`src/rtl/matrix_scanner.sv`:
```
// Double-buffered row-scan driver for an LED dot matrix: back-buffer writes are
// committed and swapped into the displayed front buffer only at a frame boundary.
module matrix_scanner #(
    parameter int ROWS         = 8,
    parameter int COLS         = 8,
    parameter int DWELL        = 1,
    parameter int BLINK_FRAMES = 32,
    localparam int RW          = (ROWS > 1) ? $clog2(ROWS) : 1
) (
    input  logic            ani_clk,
    input  logic            rst_n,
    input  logic            wr_en,
    input  logic [RW-1:0]   wr_row,
    input  logic [COLS-1:0] wr_data,
    output logic            wr_ready,
    input  logic            commit,
    input  logic            blink_en,
    output logic [ROWS-1:0] dot_row,
    output logic [COLS-1:0] dot_col,
    output logic            frame_start
);

    localparam int DW = (DWELL > 1) ? $clog2(DWELL) : 1;
    localparam int FW = (BLINK_FRAMES > 1) ? $clog2(BLINK_FRAMES) : 1;

    localparam logic [RW-1:0] ROW_LAST   = RW'(ROWS - 1);
    localparam logic [DW-1:0] DWELL_LAST = DW'(DWELL - 1);
    localparam logic [FW-1:0] FRAME_LAST = FW'(BLINK_FRAMES - 1);
    localparam logic [RW:0]   ROWS_EXT   = (RW + 1)'(ROWS);

    logic [RW-1:0]   row_idx_q, row_idx_d;
    logic [DW-1:0]   dwell_cnt_q, dwell_cnt_d;
    logic [FW-1:0]   frame_cnt_q, frame_cnt_d;
    logic            blink_phase_q, blink_phase_d;
    logic            pending_q, pending_d;
    logic [COLS-1:0] front_q [ROWS];
    logic [COLS-1:0] front_d [ROWS];
    logic [COLS-1:0] back_q  [ROWS];
    logic [COLS-1:0] back_d  [ROWS];
    logic [ROWS-1:0] dot_row_q, dot_row_d;
    logic [COLS-1:0] dot_col_q, dot_col_d;
    logic            frame_start_q, frame_start_d;

    logic row_last;
    logic dwell_last;
    logic wrap;

    always_comb begin
        row_idx_d     = row_idx_q;
        dwell_cnt_d   = dwell_cnt_q;
        frame_cnt_d   = frame_cnt_q;
        blink_phase_d = blink_phase_q;
        pending_d     = pending_q;
        front_d       = front_q;
        back_d        = back_q;

        row_last   = (row_idx_q == ROW_LAST);
        dwell_last = (dwell_cnt_q == DWELL_LAST);
        wrap       = row_last && dwell_last;

        if (dwell_last) begin
            dwell_cnt_d = '0;
            row_idx_d   = row_last ? '0 : row_idx_q + RW'(1);
        end else begin
            dwell_cnt_d = dwell_cnt_q + DW'(1);
        end

        // Writes only land while no swap is outstanding, so the swap below
        // never races a write into the same back row.
        if (wr_en && !pending_q && ({1'b0, wr_row} < ROWS_EXT)) begin
            back_d[wr_row] = wr_data;
        end

        // A commit seen on the wrap edge only arms pending; the swap waits
        // for the next wrap.
        if (wrap && pending_q) begin
            front_d   = back_q;
            pending_d = 1'b0;
        end else if (commit && !pending_q) begin
            pending_d = 1'b1;
        end

        if (wrap) begin
            if (frame_cnt_q == FRAME_LAST) begin
                frame_cnt_d   = '0;
                blink_phase_d = ~blink_phase_q;
            end else begin
                frame_cnt_d = frame_cnt_q + FW'(1);
            end
        end

        // Output registers reflect the pre-advance scan position.
        for (int r = 0; r < ROWS; r++) begin
            dot_row_d[r] = (r != (ROWS - 1 - int'(row_idx_q)));
        end
        dot_col_d     = (blink_en && !blink_phase_q) ? '0 : front_q[row_idx_q];
        frame_start_d = (row_idx_q == '0) && (dwell_cnt_q == '0);
    end

    always_ff @(posedge ani_clk or negedge rst_n) begin
        if (!rst_n) begin
            row_idx_q     <= '0;
            dwell_cnt_q   <= '0;
            frame_cnt_q   <= '0;
            blink_phase_q <= 1'b1;
            pending_q     <= 1'b0;
            for (int r = 0; r < ROWS; r++) begin
                front_q[r] <= '0;
                back_q[r]  <= '0;
            end
            dot_row_q     <= '1;
            dot_col_q     <= '0;
            frame_start_q <= 1'b0;
        end else begin
            row_idx_q     <= row_idx_d;
            dwell_cnt_q   <= dwell_cnt_d;
            frame_cnt_q   <= frame_cnt_d;
            blink_phase_q <= blink_phase_d;
            pending_q     <= pending_d;
            front_q       <= front_d;
            back_q        <= back_d;
            dot_row_q     <= dot_row_d;
            dot_col_q     <= dot_col_d;
            frame_start_q <= frame_start_d;
        end
    end

    assign dot_row     = dot_row_q;
    assign dot_col     = dot_col_q;
    assign frame_start = frame_start_q;
    assign wr_ready    = ~pending_q;

endmodule
```
`config.mk`:
```
export PLATFORM = sky130hd
export DESIGN_NAME = matrix_scanner
export DESIGN_NICKNAME = d
export VERILOG_FILES = /design/src/rtl/matrix_scanner.sv
export SDC_FILE = /design/constraint.sdc
export NUM_CORES = 1
export LEC_CHECK = 0
export ABC_CLOCK_PERIOD_IN_PS = 3070
export CAP_MARGIN = 10
export CORE_MARGIN = 4
export CORE_UTILIZATION = 45
export DETAILED_ROUTE_END_ITERATION = 8
export GPL_TIMING_DRIVEN = 1
export PLACE_DENSITY = 0.71
export RECOVER_POWER = 100
export SLEW_MARGIN = 20
export SYNTH_ARGS = -nofsm -noshare
export SYNTH_HDL_FRONTEND = slang
export SYNTH_SLANG_ARGS = --single-unit
```
`constraint.sdc`:
```
create_clock -name ani_clk -period 3.07 [get_ports ani_clk]
set_input_delay 0.307 -clock ani_clk [delete_from_list [all_inputs] [get_ports ani_clk]]
set_output_delay 0.307 -clock ani_clk [all_outputs]
set_load 0.005 [all_outputs]
```
==> impl_metrics.env, run 1 <==
export IMPL_grt_busiest_layer="met2"
export IMPL_grt_pass1_wl_um=19950
export IMPL_postSynthRegisterBits=155
export IMPL_path_delay_family="buffers and inverters"
export IMPL_r2r_end="front_q[3]"
export IMPL_p_leak_nw=3.368
export IMPL_cts_setup_buffers=0
export IMPL_cpMaxStageDelayCell="clkbuf_4"
export IMPL_clockRootBuffer="clkbuf_16"
export IMPL_grt_max_degree=79
export IMPL_grt_setup_unrepaired="false"
export IMPL_crit_start="row_idx_q[0]"
export IMPL_r2r_cells=5
export IMPL_reg2reg_from="row_idx_q[0]"
export IMPL_htree_levels=4
export IMPL_crit_path_end_kind="flop"
export IMPL_ff2ff_setup_slack_ps=640
export IMPL_status="finished clean"
export IMPL_grt_antenna_before_repair=0
export IMPL_hold_viol_final=0
export IMPL_yosysWarnings=0
export IMPL_postRouteWirelength_um=12320
export IMPL_grt_pass1_vias=3770
export IMPL_placed_area_um2=6937
export IMPL_start_util_pct=46.03
export IMPL_final_util_pct=52.93
export IMPL_cts_buffers=17
export IMPL_io_pins=34
export IMPL_cts_tree="built"
export IMPL_area_growth_pct=15.00
export IMPL_hold_slack_ps=471.3
export IMPL_maxCapViolations=0
export IMPL_fp_dieH_um=127.4
export IMPL_stdcell_area_um2=7376
export IMPL_crit_fanout=64
export IMPL_power_density_nw_per_um2=646.5
export IMPL_use_met1_pct=21.10
export IMPL_slew_headroom_pct=15.68
export IMPL_nFillCells=1176
export IMPL_drtAntennaViolNets=0
export IMPL_skew_ps=5.508
export IMPL_antennaDiodeCount=0
export IMPL_io_buffers=33
export IMPL_syn_inst=422
export IMPL_path_class="reg -> reg"
export IMPL_overflow=0
export IMPL_synth_net_count=448
export IMPL_postCtsHoldBufs=1
export IMPL_fin_nets=486
export IMPL_hold_class="in -> reg"
export IMPL_ys_seq_area_share_pct=60.65
export IMPL_hp_start="commit"
export IMPL_path_cells="ha_1 > ha_1 > nand2_2 > clkbuf_4 > mux2_2"
export IMPL_finalPower_mw=4.768
export IMPL_slew_violations=0
export IMPL_path_clk_slew_ps=60
export IMPL_cts_resized=0
export IMPL_clk_path_buf_depth=2
export IMPL_avgSynthCellArea_um2=15.20
export IMPL_die_area_um2=16230
export IMPL_drt_initial_drc_count=184
export IMPL_vias_per_cell=5.334
export IMPL_syn_area_um2=6414
export IMPL_routedWlPerCell_um=18.95
export IMPL_critPathArrivalTime_ps=2720
export IMPL_seqCellArea_um2=3891
export IMPL_fmax_ghz=0.4117
export IMPL_min_period_over_period_pct=79.11
export IMPL_multiInputGateArea_um2=2333
export IMPL_dp_hpwl_um=7751
export IMPL_core_area_um2=13930
export IMPL_dr_total_vias=3467
export IMPL_max_slew_worst_pin_slew_ps=1265
export IMPL_synth_cell_types=29
export IMPL_setup_tns_ps=0
export IMPL_critPathRequiredTime_ps=3370
export IMPL_rows=43
export IMPL_setup_viol=0
export IMPL_routabilityCongestion=0.7421
export IMPL_drc=0
export IMPL_drive_gt1_share_pct=34.47
export IMPL_worstSetupPathDepth=5
export IMPL_grtUsageMet3_pct=4.808
export IMPL_cp_common_cell="ha_1"
export IMPL_dr_pass1_iters=4
export IMPL_grt_use_total_pct=16.34
export IMPL_clock_sinks=155
export IMPL_cp_start_kind="flop"
export IMPL_worst_path_largest_cell_delay_ps=720
export IMPL_gr_usage_met2_pct=26.35
export IMPL_dieWidth_um=127.4
export IMPL_ir_worst_vdd_v=0.0005600
export IMPL_worst_path_buf_inv=1
export IMPL_crit_end="front_q[3]"
export IMPL_worstSkewPairLatency_ps=410
export IMPL_finalCriticalPeriod_ps=2429
[power by group]
group	internal [mW]	total [mW]	switching [mW]
clock	1.14	1.87	0.729
sequential	2.33	2.46	0.136
combinational	0.266	0.435	0.169
[cells in the mapped netlist]
cell type | count | area [um2]
dfrtp_1 | 146 | 3654
mux2_2 | 122 | 1374
mux2i_1 | 33 | 330.3
a22o_1 | 16 | 140.1
buf_2 | 11 | 55.05
nand2_1 | 11 | 41.29
ha_1 | 10 | 125.1
inv_1 | 10 | 37.54
dfstp_2 | 9 | 236.5
mux2_4 | 8 | 120.1
nor3_1 | 8 | 40.04
nor2_1 | 5 | 18.77
nor2b_1 | 5 | 31.28
clkbuf_1 | 4 | 15.01
nand3b_1 | 4 | 30.03
o21ai_0 | 3 | 15.01
and3_1 | 2 | 12.51
buf_1 | 2 | 7.510
buf_4 | 2 | 15.01
nor3b_4 | 2 | 37.54
a31oi_1 | 1 | 6.260
and2_1 | 1 | 6.260
nand3_1 | 1 | 5.000
nand3b_4 | 1 | 20.02
nor2_2 | 1 | 6.260
nor3b_2 | 1 | 12.51
o22ai_1 | 1 | 6.260
or3_1 | 1 | 6.260
xnor2_1 | 1 | 8.760
[flip-flops by register name, indices dropped and copies added, names as in the netlist]
| name | flops |
|---|---|
| frame_start | 1 |
| dot_row | 8 |
| front_q | 64 |
| blink_phase_q | 1 |
| back_q | 64 |
| dot_col | 8 |
| pending_q | 1 |
| frame_cnt_q | 5 |
| row_idx_q | 3 |
[stage by stage]
| stage | std cells | worst slack (ps) |
|---|---|---|
| 3_5_place_dp | 620 | 829.5 |
| 2_1_floorplan | 422 | 1242 |
| 3_3_place_gp | 620 | 853.7 |
| 5_1_grt | 650 | 508.7 |
| 4_1_cts | 650 | 1060 |
| 6_report | 650 | 641.2 |
[routing by layer]
layer  wire length (um)  part of all wire [%]  up-vias
li1                   -                     -     1573
met5                  0                     0        -
met1               5515                    45     1825
met2               6087                    49       53
met4                187                   1.5        0
met3                525                   4.3       16
[how the worst min path moves through the flow]
stage | endpoint | slack, ps | depth (start not counted)
6_report | pending_q | 470 | 3
3_3_place_gp | frame_cnt_q[1] | 390 | 1
2_1_floorplan | back_q[0] | 10 | 0
3_5_place_dp | frame_cnt_q[1] | 390 | 1
5_1_grt | pending_q | 470 | 3
4_1_cts | pending_q | 450 | 3
[placed cells by master, fill, tap and decap left out, drive strengths merged, types with 3 or more instances in the layout]
| cell type | n |
|---|---|
| dlygate4sd3 | 19 |
| mux2 | 130 |
| clkdlybuf4s50 | 14 |
| dfstp | 9 |
| nor2 | 6 |
| nor2b | 5 |
| mux2i | 33 |
| ha | 10 |
| inv | 10 |
| a22o | 16 |
| nand3b | 5 |
| dfrtp | 146 |
| nor3 | 8 |
| nor3b | 3 |
| nand2 | 11 |
| clkbuf | 29 |
| o21ai | 3 |
[cell type report]
class	count	share of cell area (%)
Clock buffer	26	6.497
Sequential cell	155	52.76
Clock inverter	3	0.5428
Tap cell	180	3.053
Multi-Input combinational cell	238	31.64
Timing Repair Buffer	38	5.004
Inverter	10	0.5089
[worst min-delay path, stage by stage]
cell and delay (ps):
clkdlybuf4s50_1 400, nor2_1 90, a31oi_1 50
[cells by family after synthesis]
| group | share of synthesized area [%] |
|---|---|
| buf+inv | 2.029 |
| xor+xnor | 0.1366 |
| mux | 28.44 |
| fa+ha+maj | 1.951 |
| simple gates | 4.175 |
| compound gates | 2.614 |
| flops | 60.65 |
No activity file was read; power rests on OpenSTA's default activity.
==> run 2: changes to the inputs <==
--- a/config.mk
+++ b/config.mk
@@ -5,7 +5,7 @@
 export SDC_FILE = /design/constraint.sdc
 export NUM_CORES = 1
 export LEC_CHECK = 0
-export ABC_CLOCK_PERIOD_IN_PS = 3070
+export ABC_CLOCK_PERIOD_IN_PS = 2300
 export CAP_MARGIN = 10
 export CORE_MARGIN = 4
 export CORE_UTILIZATION = 45
==> constraint.sdc (replaced) <==
create_clock -name ani_clk -period 2.3 [get_ports ani_clk]
set_input_delay 0.23 -clock ani_clk [delete_from_list [all_inputs] [get_ports ani_clk]]
set_output_delay 0.23 -clock ani_clk [all_outputs]
set_load 0.005 [all_outputs]
==> run 2 against run 1 <==
  * Register-to-register slack lost 490 ps
  * Global-route usage increased by 0.83 points
  * The run now ends with capacitance limit, slew limit left
  * Highest routed layer unchanged
  * Sequential power increased by 33%
  * Die area stayed put
  * Utilization increased by 1.3 points
  * Combinational power increased by 37%
  * Routed wire length is 3.8% higher
  * First-iteration DRC count down 27%
  * Critical path type unchanged
  * Via count grew 2.3%
  * Flip-flop and latch count unchanged
  * Critical path depth unchanged
==> impl_metrics.env, run 2 (synthesized netlist as in run 1, its figures left out) <==
export IMPL_cts_resized=0
export IMPL_path_clk_slew_ps=60
export IMPL_clock_sinks=155
export IMPL_io_buffers=33
export IMPL_mostFrequentLayoutCell="dfrtp_1"
export IMPL_violations="capacitance limit, slew limit"
export IMPL_maxCapViolations=1
export IMPL_final_cell_mix="dfrtp_1, mux2_2, mux2i_1"
export IMPL_routedWlPerCell_um=19.14
export IMPL_skew_ps=6.841
export IMPL_p_leak_nw=3.464
export IMPL_postRouteWirelength_um=12790
export IMPL_setup_tns_ps=0
export IMPL_path_class="reg -> reg"
export IMPL_hold_viol_final=0
export IMPL_worstSkewPairLatency_ps=420
export IMPL_fp_dieH_um=127.4
export IMPL_netSwitchingPower_mw=1.515
export IMPL_cts_tree="built"
export IMPL_fmax_ghz=0.4658
export IMPL_cts_setup_buffers=0
export IMPL_antennaDiodeCount=0
export IMPL_postCtsHoldBufs=1
export IMPL_clockRootBuffer="clkbuf_16"
export IMPL_p_comb_share_pct=9.0
export IMPL_io_pins=34
export IMPL_ir_worst_vdd_v=0.0005054
export IMPL_critPathRequiredTime_ps=2600
export IMPL_grt_pass1_vias=3870
export IMPL_hold_class="in -> reg"
export IMPL_stdcell_area_um2=7557
export IMPL_setup_viol=0
export IMPL_min_period_over_period_pct=93.34
export IMPL_nFillCells=1167
export IMPL_status="finished, violations left"
export IMPL_seqCellArea_um2=3891
export IMPL_cts_buffers=17
export IMPL_cpMaxStageDelayCell="dfrtp_1"
export IMPL_seqPwrFrac_pct=49.4
export IMPL_drtAntennaViolNets=0
export IMPL_finalPower_mw=6.642
export IMPL_grt_antenna_before_repair=0
export IMPL_finalCriticalPeriod_ps=2147
export IMPL_worst_path_largest_cell_delay_ps=460
export IMPL_die_area_um2=16230
export IMPL_drt_initial_drc_count=135
export IMPL_internal_power_mw=5.128
export IMPL_area_growth_pct=17.83
export IMPL_cp_common_cell="ha_1"
export IMPL_drive_gt1_share_pct=36.89
export IMPL_grt_use_total_pct=17.17
export IMPL_grt_pass1_wl_um=20870
export IMPL_rows=43
export IMPL_worst_path_buf_inv=1
export IMPL_clk_path_buf_depth=2
export IMPL_power_share_clock_pct=41.6
export IMPL_htree_levels=4
export IMPL_path_cells="ha_1 > ha_1 > nand2_2 > clkbuf_2 > mux2_2"
export IMPL_dieWidth_um=127.4
export IMPL_crit_fanout=12
export IMPL_drc=0
export IMPL_grt_setup_unrepaired="false"
export IMPL_fin_nets=501
export IMPL_core_area_um2=13930
export IMPL_power_density_nw_per_um2=878.9
export IMPL_placed_area_um2=7062
export IMPL_multiInputGateArea_um2=2336
export IMPL_slew_violations=63
export IMPL_path_delay_family="adder cells"
export IMPL_start_util_pct=46.03
export IMPL_overflow=0
export IMPL_max_slew_worst_pin_slew_ps=1547
export IMPL_hold_slack_ps=442.4
export IMPL_critPathArrivalTime_ps=2450
export IMPL_slew_headroom_pct=-3.106
export IMPL_dp_hpwl_um=8097
export IMPL_routabilityCongestion=0.7386
export IMPL_grt_max_degree=63
export IMPL_cp_start_kind="flop"
export IMPL_dr_pass1_iters=4
export IMPL_p_sw_share_pct=22.80
export IMPL_dr_total_vias=3548
export IMPL_crit_path_end_kind="flop"
export IMPL_reg_largest_list="back_q: 64 flops, front_q: 64 flops"
export IMPL_vias_per_cell=5.311
==> run 2: cell type report <==
class                      count  share of cell area [%]
clock buffer                  20                   6.043
timing repair buffer          53                   6.242
multi-input combinational    238                   30.91
sequential                   155                   51.49
tap                          180                   2.980
clock inverter                12                   1.838
inverter                      10                  0.4967
==> run 2: layer usage <==
metal	up-vias	part of all wire, %	GRT usage, %
met5	-	0	0
met4	0	0.98	5.994
met3	8	3.4	4.808
met2	58	49	27.35
met1	1863	46	22.71
li1	1619	-	-
==> run 2: path summary, 6_finish.rpt <==
check,start,to,slack (ps),cells after the start
worst min-delay path,commit,pending_q,440,3
worst max register to register,row_idx_q[0],front_q[3],150,5
max in group asynchronous,rst_n,front_q[35],470,3
min in group asynchronous,rst_n,dot_col[4],740,2
worst min register to register,back_q[51],back_q[51],490,1
worst max-delay path,row_idx_q[0],front_q[3],150,5
==> run 2: worst min-delay path, delay by kind of cell <==
| kind | cells | cell delay [ps] |
|---|---|---|
| buffers and inverters | 1 | 420 |
| AOI/OAI and AO/OA | 1 | 50 |
| and+or+nand+nor | 1 | 120 |
==> run 2: stage by stage <==
| step | std cells | worst slack, ps | utilization (%) |
|---|---|---|---|
| after floorplan | 422 | 471.6 | - |
| after global placement | 635 | 262.6 | 50.68 |
| after detailed placement | 635 | 204.3 | 50.68 |
| after CTS | 668 | 233.1 | 55.02 |
| after global routing | 668 | 73.69 | 54.23 |
| final | 668 | 153.1 | 54.23 |
==> run 2: power groups by stage <==
stage / Combinational, mW / Clock, mW / Sequential [mW]
2_1_floorplan: 0.427 / 0 / 3.27
3_3_place_gp: 0.604 / 0 / 3.31
3_5_place_dp: 0.636 / 0 / 3.34
4_1_cts: 0.645 / 2.83 / 3.29
5_1_grt: 0.667 / 2.94 / 3.33
6_report: 0.595 / 2.76 / 3.28
==> run 3: changes to the inputs <==
--- a/config.mk
+++ b/config.mk
@@ -13,7 +13,7 @@
 export GPL_TIMING_DRIVEN = 1
 export PLACE_DENSITY = 0.71
 export RECOVER_POWER = 100
-export SLEW_MARGIN = 20
+export SLEW_MARGIN = 10
 export SYNTH_ARGS = -nofsm -noshare
 export SYNTH_HDL_FRONTEND = slang
 export SYNTH_SLANG_ARGS = --single-unit
==> results of run 3 <==
Final layout, timing and power as in run 2 (identical DEF).
